==> config.mk <==
export PLATFORM = sky130hd
export DESIGN_NAME = nasti_lite_reader_flat
export DESIGN_NICKNAME = d
export VERILOG_FILES = /design/src/rtl/nasti_lite_reader_if.sv /design/src/rtl/nasti_lite_reader.sv /design/src/flat_wrapper.sv
export SDC_FILE = /design/constraint.sdc
export NUM_CORES = 1
export LEC_CHECK = 0
export ABC_AREA = 1
export BUFFER_PORTS_ARGS = -buffer_cell sky130_fd_sc_hd__buf_4
export CAP_MARGIN = 0
export CORE_MARGIN = 2
export CORE_UTILIZATION = 56
export DETAILED_ROUTE_END_ITERATION = 10
export GPL_ROUTABILITY_DRIVEN = 0
export PLACE_DENSITY = 0.81
export SLEW_MARGIN = 20
export SYNTH_ARGS = -nofsm -noshare
export SYNTH_HDL_FRONTEND = slang
export SYNTH_SLANG_ARGS = --single-unit
==> constraint.sdc <==
create_clock -name clk -period 3 [get_ports clk]
set_input_delay 0.6 -clock clk [delete_from_list [all_inputs] [get_ports clk]]
set_output_delay 0.6 -clock clk [all_outputs]
set_load 0.02 [all_outputs]
==> src/rtl/nasti_lite_reader_if.sv <==
// Signal bundle for nasti_lite_reader: NASTI AR/R channels on one side, NASTI-lite AR/R on the other.
`timescale 1ns/1ps
interface nasti_lite_reader_if #(
  parameter int ID_WIDTH         = 1,
  parameter int ADDR_WIDTH       = 8,
  parameter int NASTI_DATA_WIDTH = 64,
  parameter int LITE_DATA_WIDTH  = 32,
  parameter int USER_WIDTH       = 1
) ();
  logic [ID_WIDTH-1:0]         nasti_ar_id;
  logic [ADDR_WIDTH-1:0]       nasti_ar_addr;
  logic [7:0]                  nasti_ar_len;
  logic [2:0]                  nasti_ar_size;
  logic [1:0]                  nasti_ar_burst;
  logic                        nasti_ar_lock;
  logic [3:0]                  nasti_ar_cache;
  logic [2:0]                  nasti_ar_prot;
  logic [3:0]                  nasti_ar_qos;
  logic [3:0]                  nasti_ar_region;
  logic [USER_WIDTH-1:0]       nasti_ar_user;
  logic                        nasti_ar_valid;
  logic                        nasti_ar_ready;

  logic [ID_WIDTH-1:0]         nasti_r_id;
  logic [NASTI_DATA_WIDTH-1:0] nasti_r_data;
  logic [1:0]                  nasti_r_resp;
  logic                        nasti_r_last;
  logic [USER_WIDTH-1:0]       nasti_r_user;
  logic                        nasti_r_valid;
  logic                        nasti_r_ready;

  logic [ID_WIDTH-1:0]         lite_ar_id;
  logic [ADDR_WIDTH-1:0]       lite_ar_addr;
  logic [2:0]                  lite_ar_prot;
  logic [3:0]                  lite_ar_qos;
  logic [3:0]                  lite_ar_region;
  logic [USER_WIDTH-1:0]       lite_ar_user;
  logic                        lite_ar_valid;
  logic                        lite_ar_ready;

  logic [ID_WIDTH-1:0]         lite_r_id;
  logic [LITE_DATA_WIDTH-1:0]  lite_r_data;
  logic [1:0]                  lite_r_resp;
  logic [USER_WIDTH-1:0]       lite_r_user;
  logic                        lite_r_valid;
  logic                        lite_r_ready;

  // Bridge view: slave on the NASTI side, master on the lite side.
  modport slave (
    input  nasti_ar_id, nasti_ar_addr, nasti_ar_len, nasti_ar_size, nasti_ar_burst,
           nasti_ar_lock, nasti_ar_cache, nasti_ar_prot, nasti_ar_qos, nasti_ar_region,
           nasti_ar_user, nasti_ar_valid, nasti_r_ready, lite_ar_ready,
           lite_r_id, lite_r_data, lite_r_resp, lite_r_user, lite_r_valid,
    output nasti_ar_ready, nasti_r_id, nasti_r_data, nasti_r_resp, nasti_r_last,
           nasti_r_user, nasti_r_valid, lite_ar_id, lite_ar_addr, lite_ar_prot,
           lite_ar_qos, lite_ar_region, lite_ar_user, lite_ar_valid, lite_r_ready
  );

  modport master (
    output nasti_ar_id, nasti_ar_addr, nasti_ar_len, nasti_ar_size, nasti_ar_burst,
           nasti_ar_lock, nasti_ar_cache, nasti_ar_prot, nasti_ar_qos, nasti_ar_region,
           nasti_ar_user, nasti_ar_valid, nasti_r_ready, lite_ar_ready,
           lite_r_id, lite_r_data, lite_r_resp, lite_r_user, lite_r_valid,
    input  nasti_ar_ready, nasti_r_id, nasti_r_data, nasti_r_resp, nasti_r_last,
           nasti_r_user, nasti_r_valid, lite_ar_id, lite_ar_addr, lite_ar_prot,
           lite_ar_qos, lite_ar_region, lite_ar_user, lite_ar_valid, lite_r_ready
  );
endinterface

==> src/rtl/nasti_lite_reader.sv <==
// Splits NASTI read bursts into lite reads and reassembles the lite responses into NASTI R beats.
// Optional lite_r_id check against the burst id: define NASTI_LITE_READER_ID_CHECK_EN.
`timescale 1ns/1ps
module nasti_lite_reader #(
  parameter int BUF_DEPTH        = 2,
  parameter int ID_WIDTH         = 1,
  parameter int ADDR_WIDTH       = 8,
  parameter int NASTI_DATA_WIDTH = 64,
  parameter int LITE_DATA_WIDTH  = 32,
  parameter int USER_WIDTH       = 1
) (
  input logic                clk,
  input logic                rstn,
  nasti_lite_reader_if.slave bus
);
  localparam int LANES       = NASTI_DATA_WIDTH / LITE_DATA_WIDTH;
  localparam int LITE_BYTES  = LITE_DATA_WIDTH / 8;
  localparam int NASTI_BYTES = NASTI_DATA_WIDTH / 8;
  localparam int LANE_W      = (LANES > 1) ? $clog2(LANES) : 1;
  localparam int PTR_W       = (BUF_DEPTH > 1) ? $clog2(BUF_DEPTH) : 1;
  localparam int CNT_W       = $clog2(BUF_DEPTH + 1);

  generate
    if (LITE_DATA_WIDTH != 32 && LITE_DATA_WIDTH != 64) begin : g_bad_lite_width
      $fatal(1, "nasti_lite_reader: LITE_DATA_WIDTH must be 32 or 64");
    end
    if ((NASTI_DATA_WIDTH % LITE_DATA_WIDTH) != 0 || LANES < 1 || BUF_DEPTH < LANES) begin : g_bad_cfg
      $fatal(1, "nasti_lite_reader: inconsistent data widths or BUF_DEPTH");
    end
  endgenerate

  typedef enum logic {IDLE, BUSY} state_e;

  state_e                  state_q, state_d;
  logic [ID_WIDTH-1:0]     id_q, id_d;
  logic [USER_WIDTH-1:0]   user_q, user_d;
  logic [2:0]              prot_q, prot_d;
  logic [3:0]              qos_q, qos_d, region_q, region_d;
  logic [7:0]              len_q, len_d, beat_q, beat_d;
  logic [ADDR_WIDTH-1:0]   addr_q, addr_d, raddr_q, raddr_d, step_q, step_d;
  logic [CNT_W-1:0]        p_q, p_d, cnt_q, cnt_d;
  logic [11:0]             total_q, total_d, issued_q, issued_d, received_q, received_d;
  logic [PTR_W-1:0]        wp_q, wp_d, rp_q, rp_d;

  logic [LITE_DATA_WIDTH-1:0] buf_data_q [BUF_DEPTH];
  logic [LITE_DATA_WIDTH-1:0] buf_data_d [BUF_DEPTH];
  logic [LANE_W-1:0]          buf_lane_q [BUF_DEPTH];
  logic [LANE_W-1:0]          buf_lane_d [BUF_DEPTH];
  logic [1:0]                 buf_resp_q [BUF_DEPTH];
  logic [1:0]                 buf_resp_d [BUF_DEPTH];
  logic                       buf_err_q  [BUF_DEPTH];
  logic                       buf_err_d  [BUF_DEPTH];

  logic [11:0]                 ar_bits, ar_pkts;
  logic                        lite_ar_valid_w, lite_r_ready_w, nasti_r_valid_w;
  logic                        lar_fire, lr_fire, r_fire, id_err;
  logic [LANE_W-1:0]           lane_in;
  logic [NASTI_DATA_WIDTH-1:0] beat_data;
  logic [1:0]                  beat_resp;
  logic                        beat_err;
  int                          idx, rp_sum;
  logic                        unused_ok;

`ifdef NASTI_LITE_READER_ID_CHECK_EN
  assign id_err = (bus.lite_r_id != id_q);
`else
  assign id_err = 1'b0;
`endif

  assign unused_ok = ^{bus.nasti_ar_lock, bus.nasti_ar_cache, bus.nasti_ar_burst,
                       bus.lite_r_user, bus.lite_r_id};

  // Packets per beat: one lite read per lite-width slice of the beat, at least one.
  always_comb begin
    ar_bits = 12'd8 << bus.nasti_ar_size;
    ar_pkts = ar_bits / 12'(LITE_DATA_WIDTH);
    if (ar_pkts == 12'd0) ar_pkts = 12'd1;
    if (ar_pkts > 12'(LANES)) ar_pkts = 12'(LANES);
  end

  assign lite_ar_valid_w = (state_q == BUSY) && (issued_q < total_q) &&
                           ((issued_q - received_q) < 12'(BUF_DEPTH));
  assign lite_r_ready_w  = (state_q == BUSY) && (cnt_q != CNT_W'(BUF_DEPTH));
  assign nasti_r_valid_w = (state_q == BUSY) && (cnt_q >= p_q);
  assign lane_in         = LANE_W'((int'(raddr_q) % NASTI_BYTES) / LITE_BYTES);

  assign bus.nasti_ar_ready = (state_q == IDLE);
  assign bus.lite_ar_valid  = lite_ar_valid_w;
  assign bus.lite_ar_addr   = addr_q;
  assign bus.lite_ar_id     = id_q;
  assign bus.lite_ar_prot   = prot_q;
  assign bus.lite_ar_qos    = qos_q;
  assign bus.lite_ar_region = region_q;
  assign bus.lite_ar_user   = user_q;
  assign bus.lite_r_ready   = lite_r_ready_w;
  assign bus.nasti_r_valid  = nasti_r_valid_w;
  assign bus.nasti_r_data   = beat_data;
  assign bus.nasti_r_resp   = beat_err ? 2'b10 : beat_resp;
  assign bus.nasti_r_last   = (beat_q == len_q);
  assign bus.nasti_r_id     = id_q;
  assign bus.nasti_r_user   = user_q;

  // Beat assembly reads the P oldest buffer entries; lanes without an entry stay zero.
  always_comb begin
    beat_data = '0;
    beat_resp = 2'b00;
    beat_err  = 1'b0;
    idx       = 0;
    for (int k = 0; k < LANES; k++) begin
      idx = int'(rp_q) + k;
      if (idx >= BUF_DEPTH) idx = idx - BUF_DEPTH;
      if (k < int'(p_q)) begin
        beat_data[int'(buf_lane_q[PTR_W'(idx)]) * LITE_DATA_WIDTH +: LITE_DATA_WIDTH] =
          buf_data_q[PTR_W'(idx)];
        if (buf_resp_q[PTR_W'(idx)] > beat_resp) beat_resp = buf_resp_q[PTR_W'(idx)];
        beat_err = beat_err | buf_err_q[PTR_W'(idx)];
      end
    end
  end

  always_comb begin
    state_d = state_q;  id_d = id_q;  user_d = user_q;  prot_d = prot_q;
    qos_d = qos_q;  region_d = region_q;  len_d = len_q;  beat_d = beat_q;
    addr_d = addr_q;  raddr_d = raddr_q;  step_d = step_q;  p_d = p_q;
    cnt_d = cnt_q;  total_d = total_q;  issued_d = issued_q;  received_d = received_q;
    wp_d = wp_q;  rp_d = rp_q;
    buf_data_d = buf_data_q;  buf_lane_d = buf_lane_q;
    buf_resp_d = buf_resp_q;  buf_err_d = buf_err_q;
    lar_fire = 1'b0;  lr_fire = 1'b0;  r_fire = 1'b0;  rp_sum = 0;
    case (state_q)
      IDLE: begin
        if (bus.nasti_ar_valid) begin
          state_d    = BUSY;
          id_d       = bus.nasti_ar_id;
          user_d     = bus.nasti_ar_user;
          prot_d     = bus.nasti_ar_prot;
          qos_d      = bus.nasti_ar_qos;
          region_d   = bus.nasti_ar_region;
          len_d      = bus.nasti_ar_len;
          addr_d     = bus.nasti_ar_addr;
          raddr_d    = bus.nasti_ar_addr;
          p_d        = CNT_W'(ar_pkts);
          step_d     = (ar_pkts == 12'd1) ? (ADDR_WIDTH'(1) << bus.nasti_ar_size)
                                          : ADDR_WIDTH'(LITE_BYTES);
          total_d    = ({4'd0, bus.nasti_ar_len} + 12'd1) * ar_pkts;
          issued_d   = '0;  received_d = '0;  beat_d = '0;
          cnt_d      = '0;  wp_d = '0;  rp_d = '0;
        end
      end
      BUSY: begin
        lar_fire = lite_ar_valid_w && bus.lite_ar_ready;
        lr_fire  = lite_r_ready_w && bus.lite_r_valid;
        r_fire   = nasti_r_valid_w && bus.nasti_r_ready;
        if (lar_fire) begin
          issued_d = issued_q + 12'd1;
          addr_d   = addr_q + step_q;
        end
        if (lr_fire) begin
          buf_data_d[wp_q] = bus.lite_r_data;
          buf_lane_d[wp_q] = lane_in;
          buf_resp_d[wp_q] = bus.lite_r_resp;
          buf_err_d[wp_q]  = id_err;
          wp_d       = (wp_q == PTR_W'(BUF_DEPTH - 1)) ? '0 : wp_q + 1'b1;
          received_d = received_q + 12'd1;
          raddr_d    = raddr_q + step_q;
        end
        // Releasing a beat frees its P entries in the same cycle a new entry may land.
        if (r_fire) begin
          rp_sum = int'(rp_q) + int'(p_q);
          if (rp_sum >= BUF_DEPTH) rp_sum = rp_sum - BUF_DEPTH;
          rp_d   = PTR_W'(rp_sum);
          beat_d = beat_q + 8'd1;
          if (beat_q == len_q) state_d = IDLE;
        end
        cnt_d = cnt_q + (lr_fire ? CNT_W'(1) : CNT_W'(0)) - (r_fire ? p_q : CNT_W'(0));
      end
      default: state_d = IDLE;
    endcase
  end

  always_ff @(posedge clk or negedge rstn) begin
    if (!rstn) begin
      state_q <= IDLE;  id_q <= '0;  user_q <= '0;  prot_q <= '0;
      qos_q <= '0;  region_q <= '0;  len_q <= '0;  beat_q <= '0;
      addr_q <= '0;  raddr_q <= '0;  step_q <= '0;  p_q <= '0;
      cnt_q <= '0;  total_q <= '0;  issued_q <= '0;  received_q <= '0;
      wp_q <= '0;  rp_q <= '0;
    end else begin
      state_q <= state_d;  id_q <= id_d;  user_q <= user_d;  prot_q <= prot_d;
      qos_q <= qos_d;  region_q <= region_d;  len_q <= len_d;  beat_q <= beat_d;
      addr_q <= addr_d;  raddr_q <= raddr_d;  step_q <= step_d;  p_q <= p_d;
      cnt_q <= cnt_d;  total_q <= total_d;  issued_q <= issued_d;  received_q <= received_d;
      wp_q <= wp_d;  rp_q <= rp_d;
    end
  end

  always_ff @(posedge clk) begin
    buf_data_q <= buf_data_d;
    buf_lane_q <= buf_lane_d;
    buf_resp_q <= buf_resp_d;
    buf_err_q  <= buf_err_d;
  end
endmodule
==> src/flat_wrapper.sv <==
// flat-port wrapper written by rule: the top's interface ports become plain ports
module nasti_lite_reader_flat 
#(
  parameter int BUF_DEPTH        = 2,
  parameter int ID_WIDTH         = 1,
  parameter int ADDR_WIDTH       = 8,
  parameter int NASTI_DATA_WIDTH = 64,
  parameter int LITE_DATA_WIDTH  = 32,
  parameter int USER_WIDTH       = 1
)
  (clk, rstn, bus_nasti_ar_id, bus_nasti_ar_addr, bus_nasti_ar_len, bus_nasti_ar_size, bus_nasti_ar_burst, bus_nasti_ar_lock, bus_nasti_ar_cache, bus_nasti_ar_prot, bus_nasti_ar_qos, bus_nasti_ar_region, bus_nasti_ar_user, bus_nasti_ar_valid, bus_nasti_r_ready, bus_lite_ar_ready, bus_lite_r_id, bus_lite_r_data, bus_lite_r_resp, bus_lite_r_user, bus_lite_r_valid, bus_nasti_ar_ready, bus_nasti_r_id, bus_nasti_r_data, bus_nasti_r_resp, bus_nasti_r_last, bus_nasti_r_user, bus_nasti_r_valid, bus_lite_ar_id, bus_lite_ar_addr, bus_lite_ar_prot, bus_lite_ar_qos, bus_lite_ar_region, bus_lite_ar_user, bus_lite_ar_valid, bus_lite_r_ready);
  nasti_lite_reader_if #(.ID_WIDTH(ID_WIDTH), .ADDR_WIDTH(ADDR_WIDTH), .NASTI_DATA_WIDTH(NASTI_DATA_WIDTH), .LITE_DATA_WIDTH(LITE_DATA_WIDTH), .USER_WIDTH(USER_WIDTH)) bus_i ();
  input logic clk;
  input logic rstn;
  input wire logic [$bits(bus_i.nasti_ar_id)-1:0] bus_nasti_ar_id;
  input wire logic [$bits(bus_i.nasti_ar_addr)-1:0] bus_nasti_ar_addr;
  input wire logic [$bits(bus_i.nasti_ar_len)-1:0] bus_nasti_ar_len;
  input wire logic [$bits(bus_i.nasti_ar_size)-1:0] bus_nasti_ar_size;
  input wire logic [$bits(bus_i.nasti_ar_burst)-1:0] bus_nasti_ar_burst;
  input wire logic [$bits(bus_i.nasti_ar_lock)-1:0] bus_nasti_ar_lock;
  input wire logic [$bits(bus_i.nasti_ar_cache)-1:0] bus_nasti_ar_cache;
  input wire logic [$bits(bus_i.nasti_ar_prot)-1:0] bus_nasti_ar_prot;
  input wire logic [$bits(bus_i.nasti_ar_qos)-1:0] bus_nasti_ar_qos;
  input wire logic [$bits(bus_i.nasti_ar_region)-1:0] bus_nasti_ar_region;
  input wire logic [$bits(bus_i.nasti_ar_user)-1:0] bus_nasti_ar_user;
  input wire logic [$bits(bus_i.nasti_ar_valid)-1:0] bus_nasti_ar_valid;
  input wire logic [$bits(bus_i.nasti_r_ready)-1:0] bus_nasti_r_ready;
  input wire logic [$bits(bus_i.lite_ar_ready)-1:0] bus_lite_ar_ready;
  input wire logic [$bits(bus_i.lite_r_id)-1:0] bus_lite_r_id;
  input wire logic [$bits(bus_i.lite_r_data)-1:0] bus_lite_r_data;
  input wire logic [$bits(bus_i.lite_r_resp)-1:0] bus_lite_r_resp;
  input wire logic [$bits(bus_i.lite_r_user)-1:0] bus_lite_r_user;
  input wire logic [$bits(bus_i.lite_r_valid)-1:0] bus_lite_r_valid;
  output wire logic [$bits(bus_i.nasti_ar_ready)-1:0] bus_nasti_ar_ready;
  output wire logic [$bits(bus_i.nasti_r_id)-1:0] bus_nasti_r_id;
  output wire logic [$bits(bus_i.nasti_r_data)-1:0] bus_nasti_r_data;
  output wire logic [$bits(bus_i.nasti_r_resp)-1:0] bus_nasti_r_resp;
  output wire logic [$bits(bus_i.nasti_r_last)-1:0] bus_nasti_r_last;
  output wire logic [$bits(bus_i.nasti_r_user)-1:0] bus_nasti_r_user;
  output wire logic [$bits(bus_i.nasti_r_valid)-1:0] bus_nasti_r_valid;
  output wire logic [$bits(bus_i.lite_ar_id)-1:0] bus_lite_ar_id;
  output wire logic [$bits(bus_i.lite_ar_addr)-1:0] bus_lite_ar_addr;
  output wire logic [$bits(bus_i.lite_ar_prot)-1:0] bus_lite_ar_prot;
  output wire logic [$bits(bus_i.lite_ar_qos)-1:0] bus_lite_ar_qos;
  output wire logic [$bits(bus_i.lite_ar_region)-1:0] bus_lite_ar_region;
  output wire logic [$bits(bus_i.lite_ar_user)-1:0] bus_lite_ar_user;
  output wire logic [$bits(bus_i.lite_ar_valid)-1:0] bus_lite_ar_valid;
  output wire logic [$bits(bus_i.lite_r_ready)-1:0] bus_lite_r_ready;
  assign bus_i.nasti_ar_id = bus_nasti_ar_id;
  assign bus_i.nasti_ar_addr = bus_nasti_ar_addr;
  assign bus_i.nasti_ar_len = bus_nasti_ar_len;
  assign bus_i.nasti_ar_size = bus_nasti_ar_size;
  assign bus_i.nasti_ar_burst = bus_nasti_ar_burst;
  assign bus_i.nasti_ar_lock = bus_nasti_ar_lock;
  assign bus_i.nasti_ar_cache = bus_nasti_ar_cache;
  assign bus_i.nasti_ar_prot = bus_nasti_ar_prot;
  assign bus_i.nasti_ar_qos = bus_nasti_ar_qos;
  assign bus_i.nasti_ar_region = bus_nasti_ar_region;
  assign bus_i.nasti_ar_user = bus_nasti_ar_user;
  assign bus_i.nasti_ar_valid = bus_nasti_ar_valid;
  assign bus_i.nasti_r_ready = bus_nasti_r_ready;
  assign bus_i.lite_ar_ready = bus_lite_ar_ready;
  assign bus_i.lite_r_id = bus_lite_r_id;
  assign bus_i.lite_r_data = bus_lite_r_data;
  assign bus_i.lite_r_resp = bus_lite_r_resp;
  assign bus_i.lite_r_user = bus_lite_r_user;
  assign bus_i.lite_r_valid = bus_lite_r_valid;
  assign bus_nasti_ar_ready = bus_i.nasti_ar_ready;
  assign bus_nasti_r_id = bus_i.nasti_r_id;
  assign bus_nasti_r_data = bus_i.nasti_r_data;
  assign bus_nasti_r_resp = bus_i.nasti_r_resp;
  assign bus_nasti_r_last = bus_i.nasti_r_last;
  assign bus_nasti_r_user = bus_i.nasti_r_user;
  assign bus_nasti_r_valid = bus_i.nasti_r_valid;
  assign bus_lite_ar_id = bus_i.lite_ar_id;
  assign bus_lite_ar_addr = bus_i.lite_ar_addr;
  assign bus_lite_ar_prot = bus_i.lite_ar_prot;
  assign bus_lite_ar_qos = bus_i.lite_ar_qos;
  assign bus_lite_ar_region = bus_i.lite_ar_region;
  assign bus_lite_ar_user = bus_i.lite_ar_user;
  assign bus_lite_ar_valid = bus_i.lite_ar_valid;
  assign bus_lite_r_ready = bus_i.lite_r_ready;
  nasti_lite_reader #(.BUF_DEPTH(BUF_DEPTH), .ID_WIDTH(ID_WIDTH), .ADDR_WIDTH(ADDR_WIDTH), .NASTI_DATA_WIDTH(NASTI_DATA_WIDTH), .LITE_DATA_WIDTH(LITE_DATA_WIDTH), .USER_WIDTH(USER_WIDTH)) u_core (.clk(clk), .rstn(rstn), .bus(bus_i));
endmodule
==> summary.md <==
| Metric | Value |
|---|---|
| Synthesized area | `around 8400 sq um` |
| DP Wirelength | `15.9 mm` |
| Final Util | `0.778` |
| R2r startpoint | `u_core.issued_q[0]` |
| Die Y | `~130 um` |
| Site Rows | `44` |
| Clk_lat worst skew | `0.43 ns` |
| First-pass GRT wire length | `around 37 mm` |
| Minimum clock period | `just under 4 ns` |
| RR Endpoint | `u_core.bus.lite_ar_addr[2]` |
| Delay-heaviest family, CP | `adder cells` |
| DR pass1 iterations | `7` |
| Final critical-path setup slack | `-0.968 ns` |
| CP arrival | `between 4 and 5 ns` |
| 1st-iter DRT viols | `482` |
| Setup TNS | `-5.20 ns` |
| Area after DPL | `between 10000 and 15000 sq um` |
| Die W | `between 100 and 150 um` |
| Overall Power | `~10 mW` |
| Power per standard cell area | `about 910 nW/um^2` |
| Avg Synthesized Cell Area | `7.99 sq um` |
| Buf/Inv on CP | `3` |
| Design area | `~11000 sq um` |
| Post-synth EDFFs | `36` |
| Largest net degree at the start of global routing | `51` |
| Most common cell after layout, fill and taps aside | `nand2_1` |
| Max-slew violations | `0` |
| Syn Inst Count | `1054` |
| CTS H-Tree Depth | `4` |
| Leakage power | `~6 nW` |
| Clock Root Buffer | `clkbuf_16` |
| Status | `finished, violations left` |
| CTS buffer count | `17` |
| Detail Route Antenna Nets | `0` |
| Worst setup path class | `in2reg` |
| Post-placement cell count | `between 1k and 1.5k` |
| IO Pins | `between 150 and 200` |
| Ys flop type | `dfrtp_1` |
| Critical Path Source | `bus_nasti_ar_len[0]` |
| Max Freq | `252 MHz` |
| Worst rel slew slack | `0.558` |
| Worst setup EP type | `flop` |
| CTS tree | `done` |
| Die area | `about 16000 sq um` |
| Critical-path cell list | `buf_12 -> inv_12 -> nor3_4 -> nand3_2 -> nor3_2 -> xor2_1 -> or2_4 -> fa_1 -> fa_1 -> fa_1 -> fa_1 -> inv_2 -> ha_4 -> nand4_1 -> o221ai_2 -> xnor2_1 -> o21ai_1` |
| Worst hold path class | `in2async` |
| Critical Path Most Common Cell | `fa_1` |
| Initial Util | `0.577` |
| Most frequent cells in the layout | `246 x nand2_1, 215 x buf_4, 165 x inv_1` |
| Max Cap Viol | `0` |
| CP max stage cell | `fa_1` |
| Seq/Total Area, Yosys | `0.396` |
| Vias in the first global route | `approximately 8k` |
| Remaining DRCs | `0` |
| Yosys reg bits | `126` |
| Worst slew pin tran | `about 0.66 ns` |
| Skew final | `approximately 0.0076 ns` |
| PortBufs | `165` |
| Async SR Flop Fraction | `0.714` |
| Nets | `1473` |
| R2R cell count | `15` |
| Failing checks | `setup timing` |
| Routed vias/inst | `about 5.2` |
| Flop-to-flop setup slack | `0.29 ns` |
| Final instance count without filler cells | `roughly 1.5k` |
| Critical Path Start Type | `primary input` |
| Fillers | `between 900 and 1k` |
| Final Cycle Share | `1.32` |
| Drt total wl | `about 22 mm` |
| Yosys warning count | `0` |
| Total number of vias | `7805` |
| RSZ-0062 raised after global routing | `true` |
| Max incr delay on CP | `0.52 ns` |
| Antenna Cells | `0` |
| Layout cells sized above 1 | `0.256` |
| Area growth syn-to-layout | `34.7%` |
| GRT Resource Usage Total | `0.283` |
| Overflow after GRT | `0` |
| CP required | `between 3 and 4 ns` |
| Number of library cell types mapped by synthesis | `42` |
| Crit-path max FO | `4` |
| Initial antenna violation count | `0` |
| # setup viols final | `8` |
| Synth top area cells | `dfrtp_1 27%, edfxtp_1 13%, nand2_1 11%` |
| Worst VDD drop | `~0.7 mV` |
| DR WL/cell | `14.9 um` |
| CP endpoint | `u_core.total_q[11]` |
| Hold Vio Cnt, Final | `0` |
| Stages on the worst setup path | `17` |
| Core Region | `between 10000 and 15000 sq um` |
| Clk slew on worst S/H paths | `0.06 ns` |
| Clock Sinks | `126` |
| Clk buf depth | `2` |
| Synth area leader | `dfrtp_1` |
| Synth top area share | `0.267` |
[state kept, by name, indices dropped and copies added (netlist names), 3 cells and up]
register                   count
u_core.beat_q                  8
u_core.bus.lite_ar_prot        3
u_core.received_q             12
u_core.bus.lite_ar_region      4
u_core.bus.lite_ar_qos         4
u_core.total_q                12
u_core.buf_data_q             32
u_core.len_q                   8
u_core.bus.lite_ar_addr        8
u_core.raddr_q                 3
u_core.issued_q               12
u_core.step_q                  8
[metrics by stage]
| stage | worst slack [ns] | hold slack (ns) |
|---|---|---|
| 6_report | -0.968 | 0.199 |
| 5_1_grt | -1.11 | 0.251 |
| 4_1_cts | -0.953 | 0.216 |
| 3_5_place_dp | -1.52 | 0.468 |
| 3_3_place_gp | -1.47 | 0.463 |
| 2_1_floorplan | -1.10 | 0.304 |
[cells by family (layout without fill, tap and decap cells)]
logic type | after synthesis | count (layout) | share of synthesized area
other | 2 | 30 | 0.000892
AOI/OAI and AO/OA | 91 | 91 | 0.0588
xor gates and xnor gates | 37 | 37 | 0.0385
buffers and inverters | 213 | 444 | 0.0973
and+or+nand+nor | 493 | 493 | 0.245
DFF | 126 | 126 | 0.396
adders and majority gates | 92 | 92 | 0.163
[synth_stat cells (2+ instances only)]
master / instances
a21oi_1: 32
a21oi_2: 2
a31oi_1: 4
and3_1: 2
buf_1: 3
buf_2: 4
buf_4: 2
clkbuf_1: 17
clkinv_1: 2
conb_1: 2
dfrtp_1: 90
edfxtp_1: 36
fa_1: 30
ha_1: 62
inv_1: 180
inv_2: 4
nand2_1: 251
nand3_1: 53
nand3b_1: 3
nand4_1: 16
nor2_1: 131
nor3_1: 21
nor3b_1: 2
nor4_1: 2
o21ai_0: 43
o21bai_1: 3
o31ai_1: 3
or2_2: 5
xnor2_1: 15
xor2_1: 22
[area by class of cell]
cell class / count / area [sq um] / area share
Multi-Input combinational cell: 743 / 4700 / 0.414
Inverter: 186 / 713 / 0.0629
Clock inverter: 14 / 164 / 0.0144
Timing Repair Buffer: 226 / 1760 / 0.155
Clock buffer: 18 / 450 / 0.0397
Tap cell: 184 / 230 / 0.0203
Sequential cell: 126 / 3330 / 0.294
[what timing repair did]
action                                  4_1_cts  5_1_grt
resized for setup                            43       17
pin swaps                                    30       21
endpoints found under the setup margin        8        8
gates cloned                                  0        0
setup buffers                                10        5
hold buffers                                  0        0
[where the power goes]
part           switching [mW]  internal (mW)  total (mW)
registers               0.405           2.39        2.80
logic                    3.10           2.27        5.37
clock network           0.856           1.30        2.16
total                    4.36           5.97        10.3
[worst min-delay path by stage]
stage                                 start  slack [ns]  cells past startpoint                           end
6_report                               rstn        0.20                      1            u_core.issued_q[8]
5_1_grt                                rstn        0.25                      1             u_core.total_q[9]
4_1_cts                                rstn        0.22                      1            u_core.total_q[11]
3_5_place_dp      u_core.bus.lite_ar_qos[1]        0.47                      2     u_core.bus.lite_ar_qos[1]
3_3_place_gp   u_core.bus.lite_ar_region[2]        0.46                      2  u_core.bus.lite_ar_region[2]
2_1_floorplan                          rstn        0.30                      0              u_core.beat_q[0]
[per-layer routing]
layer | vias to the layer above | GRT usage | part of all wire
met5 | - | 0 | 0
met4 | 0 | 0.111 | 0.033
met3 | 66 | 0.0460 | 0.045
met2 | 237 | 0.522 | 0.53
met1 | 3730 | 0.329 | 0.39
li1 | 3772 | - | -
Note: power is estimated with default switching activity, not from simulation.
